### src/rtl/alu_framer_pkg.sv
// rtl/alu_framer_pkg.sv - shared state enum, byte constants and index sizing for the ALU result framer
package alu_framer_pkg;

    typedef enum logic [1:0] {IDLE, SEND, CHK} state_t;

    localparam int BYTE_W        = 8;
    localparam int OUT_WIDTH_DEF = 16;
    localparam int N_DEF         = OUT_WIDTH_DEF / BYTE_W;

    function automatic int idx_width(input int n);
        return (n > 1) ? $clog2(n) : 1;
    endfunction

    localparam int IDX_W_DEF = idx_width(N_DEF);

endpackage

### src/rtl/alu_result_framer_if.sv
// rtl/alu_result_framer_if.sv - ALU result input, TX byte stream and status signals of the framer
interface alu_result_framer_if #(
    parameter int Out_Width = 16
);
    logic [Out_Width-1:0] ALU_OUT;
    logic                 OUT_VALID;
    logic [7:0]           TX_DATA;
    logic                 TX_VALID;
    logic                 TX_READY;
    logic                 OVERFLOW;
    logic                 BUSY;

    modport master (
        output ALU_OUT, OUT_VALID, TX_READY,
        input  TX_DATA, TX_VALID, OVERFLOW, BUSY
    );

    modport slave (
        input  ALU_OUT, OUT_VALID, TX_READY,
        output TX_DATA, TX_VALID, OVERFLOW, BUSY
    );
endinterface

### src/rtl/alu_result_fifo.sv
// rtl/alu_result_fifo.sv - show-ahead synchronous result FIFO; full/empty come from the registered count
module alu_result_fifo
    import alu_framer_pkg::*;
#(
    parameter int Out_Width  = 16,
    parameter int Fifo_Depth = 4,
    localparam int PTR_W     = $clog2(Fifo_Depth),
    localparam int CNT_W     = PTR_W + 1
) (
    input  logic                 CLK,
    input  logic                 RST,
    input  logic                 push,
    input  logic [Out_Width-1:0] wdata,
    input  logic                 pop,
    output logic [Out_Width-1:0] rdata,
    output logic                 full,
    output logic                 empty,
    output logic [CNT_W-1:0]     count
);

    logic [Out_Width-1:0] mem [Fifo_Depth];
    logic [PTR_W-1:0]     wr_ptr;
    logic [PTR_W-1:0]     rd_ptr;
    logic                 do_push;
    logic                 do_pop;

    assign full    = (count == CNT_W'(Fifo_Depth));
    assign empty   = (count == '0);
    assign do_push = push && !full;
    assign do_pop  = pop && !empty;
    assign rdata   = mem[rd_ptr];

    always_ff @(posedge CLK) begin
        if (do_push) mem[wr_ptr] <= wdata;
    end

    // Depth is a power of two, so pointers wrap naturally.
    always_ff @(posedge CLK or negedge RST) begin
        if (!RST) begin
            wr_ptr <= '0;
            rd_ptr <= '0;
            count  <= '0;
        end else begin
            if (do_push) wr_ptr <= wr_ptr + 1'b1;
            if (do_pop)  rd_ptr <= rd_ptr + 1'b1;
            case ({do_push, do_pop})
                2'b10:   count <= count + 1'b1;
                2'b01:   count <= count - 1'b1;
                default: count <= count;
            endcase
        end
    end

endmodule

### src/rtl/alu_result_framer.sv
// rtl/alu_result_framer.sv - buffers ALU results and streams them LSB byte first; ALU_FRAMER_CHKSUM_EN appends an XOR byte
module alu_result_framer
    import alu_framer_pkg::*;
#(
    parameter int Out_Width  = 16,
    parameter int Fifo_Depth = 4
) (
    input  logic              CLK,
    input  logic              RST,
    alu_result_framer_if.slave bus
);

    localparam int N     = Out_Width / BYTE_W;
    localparam int IDX_W = idx_width(N);
    localparam int CNT_W = $clog2(Fifo_Depth) + 1;

    state_t               state, state_n;
    logic [IDX_W-1:0]     idx, idx_n;
    logic [Out_Width-1:0] shreg, shreg_n, shifted;
    logic [BYTE_W-1:0]    tx_data, tx_data_n;
    logic                 tx_valid, tx_valid_n;
    logic                 overflow;
    logic [BYTE_W-1:0]    chk, chk_n;
    logic                 hs, frame_done, load, pop;
    logic [Out_Width-1:0] head;
    logic                 full, empty;
    logic [CNT_W-1:0]     count;

    alu_result_fifo #(.Out_Width(Out_Width), .Fifo_Depth(Fifo_Depth)) u_fifo (
        .CLK   (CLK),
        .RST   (RST),
        .push  (bus.OUT_VALID),
        .wdata (bus.ALU_OUT),
        .pop   (pop),
        .rdata (head),
        .full  (full),
        .empty (empty),
        .count (count)
    );

    assign hs      = tx_valid && bus.TX_READY;
    assign shifted = shreg >> BYTE_W;

    always_comb begin
        state_n    = state;
        idx_n      = idx;
        shreg_n    = shreg;
        tx_data_n  = tx_data;
        tx_valid_n = tx_valid;
        chk_n      = chk;
        frame_done = 1'b0;
        load       = 1'b0;
        pop        = 1'b0;
        case (state)
            IDLE: load = !empty;
            SEND: begin
                if (hs) begin
                    if (idx != IDX_W'(N - 1)) begin
                        idx_n     = idx + 1'b1;
                        shreg_n   = shifted;
                        tx_data_n = shifted[BYTE_W-1:0];
                        chk_n     = chk ^ shifted[BYTE_W-1:0];
                    end else begin
`ifdef ALU_FRAMER_CHKSUM_EN
                        state_n   = CHK;
                        tx_data_n = chk;
`else
                        frame_done = 1'b1;
`endif
                    end
                end
            end
`ifdef ALU_FRAMER_CHKSUM_EN
            CHK: frame_done = hs;
`endif
            default: state_n = IDLE;
        endcase
        // A finished frame chains straight into the next word to avoid a bubble.
        if (frame_done) begin
            if (!empty) begin
                load = 1'b1;
            end else begin
                tx_valid_n = 1'b0;
                state_n    = IDLE;
            end
        end
        if (load) begin
            pop        = 1'b1;
            shreg_n    = head;
            tx_data_n  = head[BYTE_W-1:0];
            chk_n      = head[BYTE_W-1:0];
            tx_valid_n = 1'b1;
            idx_n      = '0;
            state_n    = SEND;
        end
    end

    always_ff @(posedge CLK or negedge RST) begin
        if (!RST) begin
            state    <= IDLE;
            idx      <= '0;
            shreg    <= '0;
            tx_data  <= '0;
            tx_valid <= 1'b0;
            chk      <= '0;
            overflow <= 1'b0;
        end else begin
            state    <= state_n;
            idx      <= idx_n;
            shreg    <= shreg_n;
            tx_data  <= tx_data_n;
            tx_valid <= tx_valid_n;
            chk      <= chk_n;
            overflow <= bus.OUT_VALID && full;
        end
    end

    assign bus.TX_DATA  = tx_data;
    assign bus.TX_VALID = tx_valid;
    assign bus.OVERFLOW = overflow;
    assign bus.BUSY     = (count != '0) || (state != IDLE);

endmodule
### src/flat_wrapper.sv
// flat-port wrapper written by rule: the top's interface ports become plain ports
module alu_result_framer_flat import alu_framer_pkg::*;
#(
    parameter int Out_Width  = 16,
    parameter int Fifo_Depth = 4
)
  (CLK, RST, bus_ALU_OUT, bus_OUT_VALID, bus_TX_READY, bus_TX_DATA, bus_TX_VALID, bus_OVERFLOW, bus_BUSY);
  alu_result_framer_if #(.Out_Width(Out_Width)) bus_i ();
  input  logic CLK;
  input  logic RST;
  input wire logic [$bits(bus_i.ALU_OUT)-1:0] bus_ALU_OUT;
  input wire logic [$bits(bus_i.OUT_VALID)-1:0] bus_OUT_VALID;
  input wire logic [$bits(bus_i.TX_READY)-1:0] bus_TX_READY;
  output wire logic [$bits(bus_i.TX_DATA)-1:0] bus_TX_DATA;
  output wire logic [$bits(bus_i.TX_VALID)-1:0] bus_TX_VALID;
  output wire logic [$bits(bus_i.OVERFLOW)-1:0] bus_OVERFLOW;
  output wire logic [$bits(bus_i.BUSY)-1:0] bus_BUSY;
  assign bus_i.ALU_OUT = bus_ALU_OUT;
  assign bus_i.OUT_VALID = bus_OUT_VALID;
  assign bus_i.TX_READY = bus_TX_READY;
  assign bus_TX_DATA = bus_i.TX_DATA;
  assign bus_TX_VALID = bus_i.TX_VALID;
  assign bus_OVERFLOW = bus_i.OVERFLOW;
  assign bus_BUSY = bus_i.BUSY;
  alu_result_framer #(.Out_Width(Out_Width), .Fifo_Depth(Fifo_Depth)) u_core (.CLK(CLK), .RST(RST), .bus(bus_i));
endmodule
### config.mk
export PLATFORM = sky130hd
export DESIGN_NAME = alu_result_framer_flat
export DESIGN_NICKNAME = d
export VERILOG_FILES = /design/src/rtl/alu_framer_pkg.sv /design/src/rtl/alu_result_framer_if.sv /design/src/rtl/alu_result_fifo.sv /design/src/rtl/alu_result_framer.sv /design/src/flat_wrapper.sv
export SDC_FILE = /design/constraint.sdc
export NUM_CORES = 1
export LEC_CHECK = 0
export BUFFER_PORTS_ARGS = -buffer_cell sky130_fd_sc_hd__buf_2
export CORE_UTILIZATION = 53
export DETAILED_ROUTE_END_ITERATION = 8
export GPL_TIMING_DRIVEN = 0
export PLACE_DENSITY = 0.85
export SKIP_CTS_REPAIR_TIMING = 1
export SLEW_MARGIN = 25
export SYNTH_ARGS = -nofsm -noshare
export SYNTH_HDL_FRONTEND = slang
export SYNTH_SLANG_ARGS = --single-unit
### constraint.sdc
create_clock -name CLK -period 1.95 [get_ports CLK]
set_input_delay 0.0975 -clock CLK [delete_from_list [all_inputs] [get_ports CLK]]
set_output_delay 0.0975 -clock CLK [all_outputs]
set_load 0.05 [all_outputs]
==> run_summary.xml <==
<?xml version="1.0" encoding="UTF-8"?>
<metrics>
  <group name="global_routing">
    <metric name="pin_count_of_the_biggest_net_entering_global_routing" unit="">29</metric>
    <metric name="grtUsageTotal" unit="">0.196</metric>
    <metric name="grt_remaining_overflow" unit="">0</metric>
    <metric name="antenna_found_initial" unit="">0</metric>
    <metric name="grt_pass1_wl" unit="mm">10.7</metric>
    <metric name="grt_pass1_vias" unit="">2106</metric>
  </group>
  <group name="synthesis">
    <metric name="synth-xor-area-share" unit="">0.0136</metric>
    <metric name="postSynthAreaPerCell" unit="um^2">17.8</metric>
    <metric name="yosysWarningCount" unit="">0</metric>
    <metric name="synth.area.top_cells" unit="">sky130_fd_sc_hd__edfxtp_1 50%, sky130_fd_sc_hd__dfrtp_1 18%, sky130_fd_sc_hd__mux4_1 9.5%, sky130_fd_sc_hd__or3_1 2.4%, sky130_fd_sc_hd__o2111a_1 2.0%</metric>
    <metric name="syn_area" unit="um^2">3850</metric>
    <metric name="synth.yosys.seq_area_share" unit="">0.681</metric>
    <metric name="synth_compound_gate_area_share" unit="">0.0792</metric>
    <metric name="async_flop_share" unit="">0.304</metric>
    <metric name="synth_nets" unit="">243</metric>
    <metric name="synth_largest_area_cell" unit="">sky130_fd_sc_hd__edfxtp_1</metric>
    <metric name="synth.mux.area_fraction" unit="">0.113</metric>
    <metric name="synth_fa_ha_area_frac" unit="">0.0214</metric>
    <metric name="synth_seq_cells" unit="">92</metric>
    <metric name="post_synth_edffs" unit="">64</metric>
    <metric name="post_synthesis_instance_total" unit="">217</metric>
    <metric name="synth_top_family_by_area" unit="">multiplexers</metric>
    <metric name="synth_flop_cell" unit="">sky130_fd_sc_hd__edfxtp_1</metric>
    <metric name="ys_types" unit="">41</metric>
    <metric name="yosys.area_share.simple" unit="">0.0542</metric>
    <metric name="synth.top_cell.area_share" unit="">0.499</metric>
  </group>
  <group name="die">
    <metric name="fp.dieH" unit="um">87.3</metric>
    <metric name="area_of_the_die" unit="um^2">7620</metric>
    <metric name="floorplan.die.width" unit="um">87.3</metric>
    <metric name="core-area" unit="um^2">6910</metric>
    <metric name="num_rows" unit="">30</metric>
    <metric name="initial_standard_cell_utilization_of_the_core" unit="">0.558</metric>
    <metric name="ioPinCount" unit="">31</metric>
  </group>
  <group name="clock_network">
    <metric name="cts.sinks" unit="">92</metric>
    <metric name="cts_buffers" unit="">9</metric>
    <metric name="clockBufferDepth" unit="">2</metric>
    <metric name="number_of_h_tree_levels" unit="">3</metric>
    <metric name="tritoncts" unit="">built</metric>
    <metric name="worst_skew_pair.late_latency" unit="ns">0.34</metric>
    <metric name="clkTransAtPathRegs" unit="ns">0.09</metric>
    <metric name="clock-root-buffer" unit="">sky130_fd_sc_hd__clkbuf_8</metric>
  </group>
  <group name="route">
    <metric name="wl" unit="mm">7.26</metric>
    <metric name="route.detailed.vias_per_inst" unit="">5.56</metric>
    <metric name="wire_per_inst" unit="um">18.6</metric>
    <metric name="route.antenna.remaining_nets" unit="">0</metric>
    <metric name="drt_pre_antenna_iters" unit="">4</metric>
    <metric name="drc_errors" unit="">0</metric>
    <metric name="detailroute.via_count" unit="">2167</metric>
    <metric name="drt-initial-drc-count" unit="">164</metric>
  </group>
  <group name="timing">
    <metric name="layout_setup_ws" unit="ns">-0.0675</metric>
    <metric name="final.setup.tns" unit="ns">-0.0675</metric>
    <metric name="hold_viol_final" unit="">0</metric>
    <metric name="timing_worst_slew_pin_value" unit="ns">0.636</metric>
    <metric name="setup_viol_count_final" unit="">1</metric>
    <metric name="min_period_over_period" unit="">1.03</metric>
    <metric name="grt_setup_unrepaired" unit="">yes</metric>
    <metric name="finalWorstPathRequiredPeriod" unit="ns">2.02</metric>
    <metric name="final_worst_clock_skew" unit="ns">0.00804</metric>
    <metric name="fmax" unit="MHz">496</metric>
    <metric name="slew_headroom" unit="">0.576</metric>
    <metric name="final-max-slew-violation-count" unit="">0</metric>
  </group>
  <group name="setup_path">
    <metric name="cp-start-kind" unit="">flip-flop</metric>
    <metric name="sort_of_element_at_the_end_of_the_critical_path" unit="">flip-flop</metric>
    <metric name="critPathKind" unit="">flip-flop to flip-flop</metric>
    <metric name="reg2reg_depth" unit="">10</metric>
    <metric name="cp_data_arrival_time" unit="ns">2.28</metric>
    <metric name="worst-endpoint-required" unit="ns">2.21</metric>
    <metric name="critPathMaxFanout" unit="">5</metric>
  </group>
  <group name="power">
    <metric name="ir_drop" unit="mV">0.843</metric>
    <metric name="power_density" unit="nW/um^2">1390</metric>
    <metric name="total_power" unit="W">0.00646</metric>
    <metric name="power.leakage" unit="nW">1.77</metric>
  </group>
  <group name="placed_design">
    <metric name="placement.setup.worst_slack" unit="ns">-0.229</metric>
    <metric name="gp_routability_congestion" unit="">0.815</metric>
    <metric name="io_buffer_count" unit="">30</metric>
    <metric name="dpl.cell_count" unit="">343</metric>
    <metric name="detailedPlacementHpwl" unit="mm">4.34</metric>
  </group>
  <group name="layout">
    <metric name="postLayoutCoreUtil" unit="">0.671</metric>
    <metric name="layout.nets" unit="">315</metric>
    <metric name="drive_gt1_frac" unit="">0.316</metric>
    <metric name="post_layout_nonfiller_instances" unit="">390</metric>
    <metric name="syn2layout_area_growth" unit="%">20.2</metric>
    <metric name="n_antenna_cell" unit="">0</metric>
  </group>
  <group name="status">
    <metric name="outcome" unit="">finished, violations left</metric>
    <metric name="violations" unit="">negative setup slack</metric>
  </group>
  <group name="flow_run">
    <metric name="maxCapViolations" unit="">0</metric>
  </group>
  <group name="min_path">
    <metric name="min_delay_path_depth" unit="">4</metric>
    <metric name="hold_path_class" unit="">input pin to flip-flop</metric>
  </group>
</metrics>
layout make-up:
cell class / count / area [um^2]
fill: 481 / 2270
tap: 96 / 120
multi-input combinational: 101 / 1130
buffer: 15 / 111
clock inverter: 5 / 37.5
clock buffer: 11 / 131
inverter: 9 / 46.3
timing repair buffer: 61 / 428
sequential: 92 / 2630
synth_stat cells, types with 2 or more instances:
library cell and count:
sky130_fd_sc_hd__a2111oi_2 2, sky130_fd_sc_hd__xnor2_1 3, sky130_fd_sc_hd__mux4_1 14, sky130_fd_sc_hd__edfxtp_1 64
sky130_fd_sc_hd__nor3_1 2, sky130_fd_sc_hd__inv_1 8, sky130_fd_sc_hd__and2_1 4, sky130_fd_sc_hd__or3_1 15
sky130_fd_sc_hd__nor2_1 5, sky130_fd_sc_hd__a21oi_1 2, sky130_fd_sc_hd__a211o_1 2, sky130_fd_sc_hd__xor2_1 3
sky130_fd_sc_hd__a22o_1 8, sky130_fd_sc_hd__dfrtp_1 28, sky130_fd_sc_hd__buf_4 9, sky130_fd_sc_hd__o2111a_1 7
sky130_fd_sc_hd__nand2b_1 2, sky130_fd_sc_hd__nand2_1 2, sky130_fd_sc_hd__o21ai_0 2, sky130_fd_sc_hd__buf_6 2
sky130_fd_sc_hd__ha_1 5, sky130_fd_sc_hd__o21bai_1 7, sky130_fd_sc_hd__mux4_2 2, sky130_fd_sc_hd__clkbuf_1 2
state kept, by name, summed over array words and instances (netlist names):
| register | flops |
|---|---|
| u_core.shreg | 16 |
| u_core.bus.OVERFLOW | 1 |
| u_core.idx | 1 |
| u_core.u_fifo.mem | 64 |
| u_core.state | 2 |
| u_core.bus.TX_VALID | 1 |
| u_core.u_fifo.rd_ptr | 2 |
| u_core.u_fifo.wr_ptr | 2 |
| u_core.u_fifo.count | 3 |
cell usage in the layout (no fill, tap or decap), types with 4 or more instances in the layout:
cell,Yosys,routed
sky130_fd_sc_hd__a22o_1,8,8
sky130_fd_sc_hd__and2_2,0,4
sky130_fd_sc_hd__buf_2,1,31
sky130_fd_sc_hd__buf_4,9,21
sky130_fd_sc_hd__clkbuf_1,2,4
sky130_fd_sc_hd__clkbuf_8,0,9
sky130_fd_sc_hd__dfrtp_1,28,23
sky130_fd_sc_hd__dfrtp_2,0,5
sky130_fd_sc_hd__dlygate4sd3_1,0,18
sky130_fd_sc_hd__edfxtp_1,64,64
sky130_fd_sc_hd__ha_1,5,4
sky130_fd_sc_hd__inv_1,8,7
sky130_fd_sc_hd__mux4_1,14,14
sky130_fd_sc_hd__nor2_1,5,5
sky130_fd_sc_hd__o2111a_1,7,7
sky130_fd_sc_hd__o21bai_1,7,7
sky130_fd_sc_hd__or3_1,15,15
cells by family after synthesis:
logic type | Yosys count
flip-flops | 92
AND/OR/NAND/NOR | 36
AO/OA/AOI/OAI | 34
buffers and inverters | 24
multiplexers | 18
adder cells (fa/ha/maj) | 6
XOR/XNOR | 6
other | 1
worst paths after layout:
kind	end	slack, ns	startpoint
hold / removal	u_core.state[0]	0.17	bus_TX_READY
hold reg to reg	u_core.shreg[13]	0.52	u_core.shreg[13]
max in group asynchronous	u_core.u_fifo.count[0]	1.20	RST
setup / recovery	u_core.u_fifo.count[2]	-0.07	u_core.idx
min in group asynchronous	u_core.u_fifo.wr_ptr[0]	0.30	RST
setup reg to reg	u_core.u_fifo.count[2]	-0.07	u_core.idx
critical path, cell delays in order, from the launching register on:
cell	delay (ns)
sky130_fd_sc_hd__dfrtp_2	0.44
sky130_fd_sc_hd__nand3_4	0.11
sky130_fd_sc_hd__a211o_1	0.31
sky130_fd_sc_hd__buf_6	0.14
sky130_fd_sc_hd__clkinv_8	0.05
sky130_fd_sc_hd__ha_4	0.12
sky130_fd_sc_hd__inv_2	0.03
sky130_fd_sc_hd__fa_2	0.32
sky130_fd_sc_hd__xor2_1	0.14
sky130_fd_sc_hd__nor2_1	0.11
sky130_fd_sc_hd__xor2_1	0.16
routing by layer:
layer / vias up / global-route usage / wire, um
met5: - / 0 / 0
met1: 1087 / 0.253 / 3070
met2: 71 / 0.329 / 3680
li1: 995 / - / -
met3: 14 / 0.0322 / 338
met4: 0 / 0.0909 / 165
where the power goes:
group	total [W]	internal [W]	switching, W
Clock	0.00115	0.000470	0.000676
Sequential	0.00293	0.00265	0.000274
Combinational	0.00239	0.00110	0.00129
Total	0.00646	0.00422	0.00224
stage by stage:
stage / hold WS [ns] / area (um^2)
3_3_place_gp: 0.143 / 4150
2_1_floorplan: -0.198 / 3880
6_report: 0.168 / 4630
3_5_place_dp: 0.150 / 4150
4_1_cts: -0.224 / 4320
5_1_grt: 0.177 / 4630
No activity file was read; power rests on OpenSTA's default activity.
